===== config.mk =====
export PLATFORM = sky130hd
export DESIGN_NAME = hog_block_packer
export DESIGN_NICKNAME = d
export VERILOG_FILES = /design/src/rtl/hog_pkg.sv /design/src/rtl/hog_blk_fifo.sv /design/src/rtl/hog_block_packer.sv
export SDC_FILE = /design/constraint.sdc
export NUM_CORES = 1
export LEC_CHECK = 0
export BUFFER_PORTS_ARGS = -buffer_cell sky130_fd_sc_hd__buf_2
export CORE_MARGIN = 2
export CORE_UTILIZATION = 60
export CTS_CLUSTER_DIAMETER = 100
export CTS_CLUSTER_SIZE = 24
export DETAILED_ROUTE_END_ITERATION = 10
export PLACE_DENSITY = 0.81
export SLEW_MARGIN = 20
export SYNTH_ARGS = -nofsm -noshare
export SYNTH_HDL_FRONTEND = slang
export SYNTH_HIERARCHICAL = 1
export SYNTH_SLANG_ARGS = --single-unit

===== constraint.sdc =====
create_clock -name clk -period 35.7 [get_ports clk]
set_input_delay 7.14 -clock clk [delete_from_list [all_inputs] [get_ports clk]]
set_output_delay 7.14 -clock clk [all_outputs]
set_load 0.02 [all_outputs]

===== src/rtl/hog_pkg.sv =====
// Shared types for the HOG back end: block record stored per FIFO entry
// and the packer FSM states.
package hog_pkg;
    localparam int BIN_W    = 12;
    localparam int NBINS    = 9;
    localparam int NCELLS   = 4;
    localparam int BLK_BINS = NCELLS * NBINS;
    localparam int SUM_W    = BIN_W + 6;

    // cells[c][k] is bin k of cell c; sum is the L1 norm of the whole block
    typedef struct packed {
        logic [NCELLS-1:0][NBINS-1:0][BIN_W-1:0] cells;
        logic [SUM_W-1:0]                        sum;
    } hog_blk_t;

    typedef enum logic {
        IDLE,
        STREAM
    } state_t;
endpackage


===== src/rtl/hog_blk_fifo.sv =====
// Small block FIFO; head entry is visible combinationally on rdata.
// Full-and-push is accepted only when a pop happens in the same cycle.
module hog_blk_fifo
    import hog_pkg::*;
#(
    parameter int DEPTH = 2
) (
    input  logic                     clk,
    input  logic                     rst_n,
    input  logic                     push,
    input  logic                     pop,
    input  hog_blk_t                 wdata,
    output hog_blk_t                 rdata,
    output logic                     full,
    output logic                     empty,
    output logic [$clog2(DEPTH):0]   count
);
    localparam int AW = $clog2(DEPTH);

    hog_blk_t       mem [DEPTH];
    logic [AW-1:0]  wr_ptr;
    logic [AW-1:0]  rd_ptr;
    logic           wr_en;
    logic           rd_en;

    assign full  = (count == (AW+1)'(DEPTH));
    assign empty = (count == '0);
    assign rd_en = pop && !empty;
    assign wr_en = push && (!full || rd_en);
    assign rdata = mem[rd_ptr];

    always_ff @(posedge clk) begin
        if (wr_en) mem[wr_ptr] <= wdata;
    end

    always_ff @(posedge clk) begin
        if (!rst_n) begin
            wr_ptr <= '0;
            rd_ptr <= '0;
            count  <= '0;
        end else begin
            if (wr_en) wr_ptr <= wr_ptr + 1'b1;
            if (rd_en) rd_ptr <= rd_ptr + 1'b1;
            case ({wr_en, rd_en})
                2'b10:   count <= count + 1'b1;
                2'b01:   count <= count - 1'b1;
                default: count <= count;
            endcase
        end
    end
endmodule


===== src/rtl/hog_block_packer.sv =====
// Captures 4-cell HOG blocks with their L1 sum, queues them and streams
// one bin per beat over valid/ready; blocks arriving into a full queue are dropped.
module hog_block_packer #(
    parameter int BIN_W = 12,
    parameter int NBINS = 9,
    parameter int DEPTH = 2
) (
    input  logic                   clk,
    input  logic                   rst_n,
    input  logic                   in_valid,
    input  logic [BIN_W*NBINS-1:0] cell0,
    input  logic [BIN_W*NBINS-1:0] cell1,
    input  logic [BIN_W*NBINS-1:0] cell2,
    input  logic [BIN_W*NBINS-1:0] cell3,
    output logic                   out_valid,
    input  logic                   out_ready,
    output logic [BIN_W-1:0]       out_data,
    output logic [5:0]             out_idx,
    output logic                   out_last,
    output logic [BIN_W+5:0]       out_sum,
    output logic [15:0]            drop_cnt,
    output logic                   busy
);
    import hog_pkg::*;

    localparam int CW = $clog2(DEPTH) + 1;

    logic [NCELLS-1:0][BIN_W*NBINS-1:0] cell_bus;
    hog_blk_t   wr_blk;
    hog_blk_t   head;
    logic       full;
    logic       empty;
    logic [CW-1:0] count;
    logic       push;
    logic       pop;
    logic       hs;
    logic       at_last;

    state_t     state, state_n;
    logic [5:0] beat, beat_n;
    logic [1:0] cidx, cidx_n;
    logic [3:0] kidx, kidx_n;

    assign cell_bus = {cell3, cell2, cell1, cell0};

    // Bin 0 sits in the MSB slice of each cell bus
    always_comb begin
        logic [BIN_W+5:0] acc;
        wr_blk = '0;
        acc    = '0;
        for (int c = 0; c < NCELLS; c++) begin
            for (int k = 0; k < NBINS; k++) begin
                wr_blk.cells[c][k] = cell_bus[c][BIN_W*(NBINS-k)-1 -: BIN_W];
                acc = acc + (BIN_W+6)'(cell_bus[c][BIN_W*(NBINS-k)-1 -: BIN_W]);
            end
        end
        wr_blk.sum = acc;
    end

    assign out_valid = (state == STREAM);
    assign hs        = out_valid && out_ready;
    assign at_last   = (beat == 6'(BLK_BINS - 1));
    assign pop       = hs && at_last;
    assign push      = in_valid && (!full || pop);

    hog_blk_fifo #(.DEPTH(DEPTH)) u_fifo (
        .clk   (clk),
        .rst_n (rst_n),
        .push  (push),
        .pop   (pop),
        .wdata (wr_blk),
        .rdata (head),
        .full  (full),
        .empty (empty),
        .count (count)
    );

    always_ff @(posedge clk) begin
        if (!rst_n) begin
            state <= IDLE;
            beat  <= '0;
            cidx  <= '0;
            kidx  <= '0;
        end else begin
            state <= state_n;
            beat  <= beat_n;
            cidx  <= cidx_n;
            kidx  <= kidx_n;
        end
    end

    // Cell/bin indices are tracked alongside beat to avoid a divide-by-9
    always_comb begin
        state_n = state;
        beat_n  = beat;
        cidx_n  = cidx;
        kidx_n  = kidx;
        case (state)
            IDLE: begin
                if (push) begin
                    state_n = STREAM;
                    beat_n  = '0;
                    cidx_n  = '0;
                    kidx_n  = '0;
                end
            end
            STREAM: begin
                if (hs) begin
                    if (at_last) begin
                        beat_n = '0;
                        cidx_n = '0;
                        kidx_n = '0;
                        // Entry count after this pop decides whether the next block follows back-to-back
                        if (count <= CW'(1) && !push) state_n = IDLE;
                    end else begin
                        beat_n = beat + 1'b1;
                        if (kidx == 4'(NBINS - 1)) begin
                            kidx_n = '0;
                            cidx_n = cidx + 1'b1;
                        end else begin
                            kidx_n = kidx + 1'b1;
                        end
                    end
                end
            end
            default: state_n = IDLE;
        endcase
    end

    always_ff @(posedge clk) begin
        if (!rst_n)
            drop_cnt <= '0;
        else if (in_valid && full && !pop && drop_cnt != 16'hFFFF)
            drop_cnt <= drop_cnt + 1'b1;
    end

    assign out_data = out_valid ? head.cells[cidx][kidx] : '0;
    assign out_idx  = out_valid ? beat : '0;
    assign out_last = out_valid && at_last;
    assign out_sum  = out_valid ? head.sum : '0;
    assign busy     = !empty;
endmodule


==> results of run 1 <==
[cell families (layout without fill, tap and decap cells)]
logic type / count (synthesis) / count (layout) / synth area share [%]
other cells: 0 / 37 / 0
fa+ha+maj: 448 / 448 / 16.94
simple gates: 195 / 195 / 1.964
mux: 579 / 579 / 17.88
flops: 934 / 934 / 54.37
xor+xnor: 31 / 31 / 0.5328
buf+inv: 730 / 1216 / 6.516
compound gates: 131 / 131 / 1.807
[Yosys cell counts (9+ instances only)]
cell	n
edfxtp_1	900
inv_1	630
fa_1	403
mux2_4	400
mux2_2	69
mux4_2	59
nand2_1	49
ha_1	45
and2_1	40
buf_6	40
dfxtp_1	34
mux4_1	30
nor2_1	30
a22oi_1	29
mux2i_1	21
xnor2_1	21
a21oi_1	19
clkbuf_1	18
nand3_1	18
o21ai_0	18
nand4_1	17
buf_8	15
buf_2	14
a32o_1	10
and3_1	10
xor2_1	10
o22ai_1	9
[final timing paths]
kind | from | endpoint | cells after the start | slack, ns
worst max-delay path | cell3[39] | u_fifo/mem[1][17] | 24 | 22.54
worst min-delay path | beat[5] | beat[5] | 2 | 0.52
worst max register to register | beat[2] | u_fifo/mem[1][291] | 10 | 31.17
worst min register to register | beat[5] | beat[5] | 2 | 0.52
[tightest hold or removal path: cells and delay by family (launching register included)]
kind	cells	cell delay [ns]
flops	1	0.35
compound gates	2	0.14
[sequential cells by signal, summed over array words and instances, names as in the netlist, named ones only]
name           cells
u_fifo/mem       900
drop_cnt          16
beat               6
kidx               4
cidx               2
u_fifo/count       2
out_valid          1
u_fifo/rd_ptr      1
u_fifo/wr_ptr      1
[final cells by class]
cell class                      instances  area [sq um]  share of cell area, %
Timing Repair Buffer                  521          2768                  4.967
Sequential cell                       934         27720                  49.75
Clock inverter                          8         137.6                 0.2470
Clock buffer                           56          1252                  2.248
Inverter                              631          2369                  4.251
Multi-Input combinational cell       1384         19960                  35.83
Tap cell                             1134          1419                  2.547
Antenna cell                           37         92.59                 0.1662
[layer usage]
metal  up-vias  share of wire (%)
met4        60                4.0
met5         -               0.28
met1     13800                 35
li1      11530                  -
met3       262                7.8
met2      1066                 53
[through the flow]
| step | instance area [sq um] | cells |
|---|---|---|
| after CTS | 55600 | 4667 |
| after global routing | 55670 | 4685 |
| after floorplan | 50960 | 3048 |
| final | 55720 | 4705 |
| after global placement | 54210 | 4603 |
| after detailed placement | 54210 | 4603 |
==> results.sh, run 1 <==
export IMPL_synth_edf_count=900
export IMPL_ctsResizeCount=0
export IMPL_crit_top_cell="fa_1"
export IMPL_final_common_cell="edfxtp_1"
export IMPL_via_count=26720
export IMPL_dr_pass1_iters=5
export IMPL_ant_nets=0
export IMPL_synthArstFlopShare_pct=0
export IMPL_track_usage_pct=30.13
export IMPL_fp_dieH_microns=295.4
export IMPL_arrival_ns=13.51
export IMPL_route_detailed_drc=0
export IMPL_antenna_found_initial=58
export IMPL_pin_count=491
export IMPL_grt_pass1_wl_microns=186600
export IMPL_grt_use_met3_pct=6.217
export IMPL_fin_crit_sh_pct=36.86
export IMPL_grt_pass1_vias=28390
export IMPL_syn_to_final_growth_pct=9.332
export IMPL_ys_warn_count=6
export IMPL_utilization_pct=66.47
export IMPL_gr_total_overflow=0
export IMPL_cts_hold_buf=0
export IMPL_maxCapViolCount=0
export IMPL_rows=106
export IMPL_required_ns=36.05
export IMPL_clk_path_buf_depth=3
export IMPL_path_cells="buf_2, fa_1, inv_1, fa_1, inv_1, fa_1, inv_1, fa_1, fa_1, inv_1, fa_1, fa_1, inv_1, fa_1, inv_1, ha_1, inv_1, fa_1, nor2b_1, o31a_1, o2111ai_1, nand2_1, o21ai_0, o21ai_0"
export IMPL_cts_tree="done"
export IMPL_gp_congestion=0.9086
export IMPL_grt_max_degree=171
export IMPL_crit_path_max_fanout=3
export IMPL_die_w_microns=295.4
export IMPL_crit_buf_inv=8
export IMPL_wl_microns=130200
export IMPL_critical_path_class="primary input to flop"
export IMPL_pre_cts_slack_ns=21.92
export IMPL_grt_busiest_layer="met2"
export IMPL_synth_top_cell_by_area="edfxtp_1"
export IMPL_clkLatencyLatePin_ns=0.63
export IMPL_clock_fmax_ghz=0.07600
export IMPL_avgSynthCellArea_sq_um=16.72
export IMPL_worst_slack_ns=22.54
export IMPL_met1_usage_pct=35.94
export IMPL_place_port_buffers=490
export IMPL_final_fill_count=5781
export IMPL_cp_top_family="adder cells"
export IMPL_path_clk_slew_ns=0.10
export IMPL_skew_ns=0.02460
export IMPL_post_cts_buffers=0
export IMPL_synth_area_sq_um=50960
export IMPL_synthTopCellsByArea="edfxtp_1 53%, fa_1 16%, mux2_4 12%"
export IMPL_cts_buffers_inserted=47
export IMPL_relSlewSlack_pct=21.06
export IMPL_worstMarginPinSlew_ns=1.183
export IMPL_ys_ff_latch=934
export IMPL_core_sq_um=83820
export IMPL_netlist_cell_type_count=61
export IMPL_use_met2_pct=54.27
export IMPL_max_stage_delay_ns=0.61
export IMPL_hold_viol_final=0
export IMPL_dpl_hpwl_microns=97990
export IMPL_die_area_sq_um=87280
export IMPL_cts_sinks=934
export IMPL_endpoint_kind="flop"
export IMPL_synth_top_area_share_pct=53.03
export IMPL_hp_class="flop to flop"
export IMPL_syn_num_nets=3932
export IMPL_finalCriticalPeriod_ns=13.16
export IMPL_synthFlopType="edfxtp_1"
export IMPL_worst_setup_path_start_kind="primary input"
export IMPL_status="finished, final reports clean"
export IMPL_start_util_pct=60.80
export IMPL_cts_root_buffer="clkbuf_16"
export IMPL_rsz0062_at_grt="no"
export IMPL_final_cell_mix="900 x edfxtp_1, 630 x inv_1, 490 x buf_2, 403 x fa_1, 400 x mux2_4"
export IMPL_critPathSlowestCell="fa_1"
export IMPL_drv_slew=0
export IMPL_setup_viol=0
export IMPL_wire_per_inst_microns=27.66
export IMPL_htreeDepth=2
export IMPL_tns_ns=0
export IMPL_fin_nets=4403
export IMPL_seq_area_frac_synth_pct=54.37
export IMPL_holdWs_ns=0.5245
export IMPL_layout_drive_gt1_share_pct=31.69
export IMPL_drt_initial_drc_count=2484
export IMPL_vias_per_cell=5.678
export IMPL_synth_cells=3048
Power of run 1 is not shown: default switching activity piles up to over one toggle a cycle in this logic, so the estimate is an artifact.
==> run 2: changes to the inputs <==
Settings changed: CORE_UTILIZATION 60 to 54, PLACE_DENSITY 0.81 to 0.77.
Clock period 35.7 ns to 11 ns, I/O delays scaled along.
==> run 2 against run 1 <==
Global-route usage decreased by 2.5 points. Count of clock-buffer cells in the layout rose by 2. Flip-flop and latch count is the same. Critical path type unchanged.
==> results.sh, run 2 (same netlist as run 1, synthesis figures left out) <==
export IMPL_die_area_sq_um=96850
export IMPL_fin_crit_sh_pct=77.05
export IMPL_dpl_hpwl_microns=99550
export IMPL_worstMarginPinSlew_ns=1.165
export IMPL_relSlewSlack_pct=22.34
export IMPL_htreeDepth=2
export IMPL_hp_class="flop to flop"
export IMPL_finalInstanceArea_sq_um=55810
export IMPL_final_cell_mix="900 x edfxtp_1, 630 x inv_1, 490 x buf_2, 403 x fa_1, 400 x mux2_4"
export IMPL_gp_congestion=0.8839
export IMPL_route_detailed_drc=0
export IMPL_antenna_found_initial=73
export IMPL_pin_count=491
export IMPL_syn_to_final_growth_pct=9.516
export IMPL_clk_path_buf_depth=3
export IMPL_finalCriticalPeriod_ns=8.475
export IMPL_grt_max_degree=159
export IMPL_dr_pass1_iters=8
export IMPL_wire_per_inst_microns=27.52
export IMPL_top_regs="u_fifo/mem x900, drop_cnt x16, beat x6"
export IMPL_ff2ff_setup_slack_ns=7.16
export IMPL_place_area_sq_um=54380
export IMPL_largest_reg_flops=900
export IMPL_cts_tree="done"
export IMPL_vias_per_cell=5.517
export IMPL_skew_ns=0.02747
export IMPL_track_usage_pct=27.63
export IMPL_via_count=26570
export IMPL_largest_register="u_fifo/mem"
export IMPL_required_ns=11.45
export IMPL_clkLatencyLatePin_ns=0.64
export IMPL_core_sq_um=93470
export IMPL_worst_setup_path_start_kind="primary input"
export IMPL_arrival_ns=8.92
export IMPL_cts_hold_buf=0
export IMPL_critical_path_class="primary input to flop"
export IMPL_grt_pass1_vias=28520
export IMPL_setup_viol=0
export IMPL_clock_fmax_ghz=0.1180
export IMPL_fin_nets=4401
export IMPL_drv_slew=0
export IMPL_post_cts_buffers=0
export IMPL_crit_path_max_fanout=3
export IMPL_cts_sinks=934
export IMPL_maxCapViolCount=0
export IMPL_hold_viol_final=0
export IMPL_place_port_buffers=490
export IMPL_die_w_microns=311.2
export IMPL_gr_total_overflow=0
export IMPL_ctsResizeCount=0
export IMPL_grt_pass1_wl_microns=191700
export IMPL_fp_dieH_microns=311.2
export IMPL_layout_drive_gt1_share_pct=31.65
export IMPL_rsz0062_at_grt="no"
export IMPL_final_common_cell="edfxtp_1"
export IMPL_path_clk_slew_ns=0.10
export IMPL_cts_buffers_inserted=47
export IMPL_rows=112
export IMPL_wl_microns=132600
export IMPL_status="finished, final reports clean"
export IMPL_drt_initial_drc_count=2363
export IMPL_cts_root_buffer="clkbuf_16"
export IMPL_endpoint_kind="flop"
export IMPL_ant_nets=0
export IMPL_start_util_pct=54.52
==> run 2: cell types whose count changed in the layout (fill, tap and decap cells not counted), moves of 2 or more <==
| cell | before | now |
|---|---|---|
| diode_2 | 37 | 27 |
| clkinv_8 | 1 | 3 |
| bufinv_16 | 2 | 0 |
| buf_12 | 5 | 7 |
| buf_4 | 25 | 22 |
| nor2_4 | 2 | 4 |
| nor2_2 | 5 | 3 |
| clkinvlp_4 | 0 | 2 |
| clkbuf_1 | 7 | 9 |
==> run 2: final timing paths <==
| kind | to | depth (start not counted) | from |
|---|---|---|---|
| setup / recovery | u_fifo/mem[1][16] | 22 | cell2[40] |
| hold / removal | beat[5] | 2 | beat[5] |
| setup reg to reg | u_fifo/mem[0][6] | 9 | beat[2] |
| hold reg to reg | beat[5] | 2 | beat[5] |
==> run 2: cell type report <==
cell class                      count  area, sq um
Fill cell                        7080        37660
Sequential cell                   934        27720
Multi-Input combinational cell   1384        19970
Timing Repair Buffer              519         2758
Inverter                          631         2369
Tap cell                         1254         1569
Clock buffer                       58         1260
Clock inverter                      9        97.59
Antenna cell                       27        67.56
==> run 2: through the flow <==
stage	TNS (ns)	instances	worst slack [ns]	hold slack, ns	utilization, %
global placement	0	4722	2.173	0.4870	58.18
detailed placement	0	4722	2.044	0.4974	58.18
finish	0	4816	2.525	0.5347	59.71
global route	0	4804	2.271	0.5629	59.68
CTS	0	4789	2.716	0.5105	59.64
floorplan	-3557.39	3048	-3.953	0.4627	-
==> run 2: routing by layer <==
layer | vias up | routed length, microns | part of all wire, % | track usage (%)
li1 | 11520 | - | - | -
met1 | 13680 | 46520 | 35 | 32.27
met2 | 1033 | 70860 | 53 | 50.34
met3 | 261 | 10500 | 7.9 | 6.911
met4 | 84 | 4116 | 3.1 | 7.762
met5 | - | 558 | 0.42 | 0
==> run 2: critical path, stage by stage <==
cell       delay (ns)
buf_2            0.10
inv_1            0.06
fa_1             0.55
inv_1            0.06
fa_1             0.69
inv_1            0.10
fa_1             0.54
inv_1            0.06
fa_1             0.49
fa_1             0.56
fa_1             0.44
fa_1             0.51
inv_1            0.05
fa_1             0.53
inv_1            0.06
ha_1             0.29
a211oi_1         0.09
o21ai_0          0.46
nand3_1          0.28
a2111oi_0        0.51
a41oi_1          0.10
o2111ai_1        0.18
Power of run 2 is left out for the same reason.
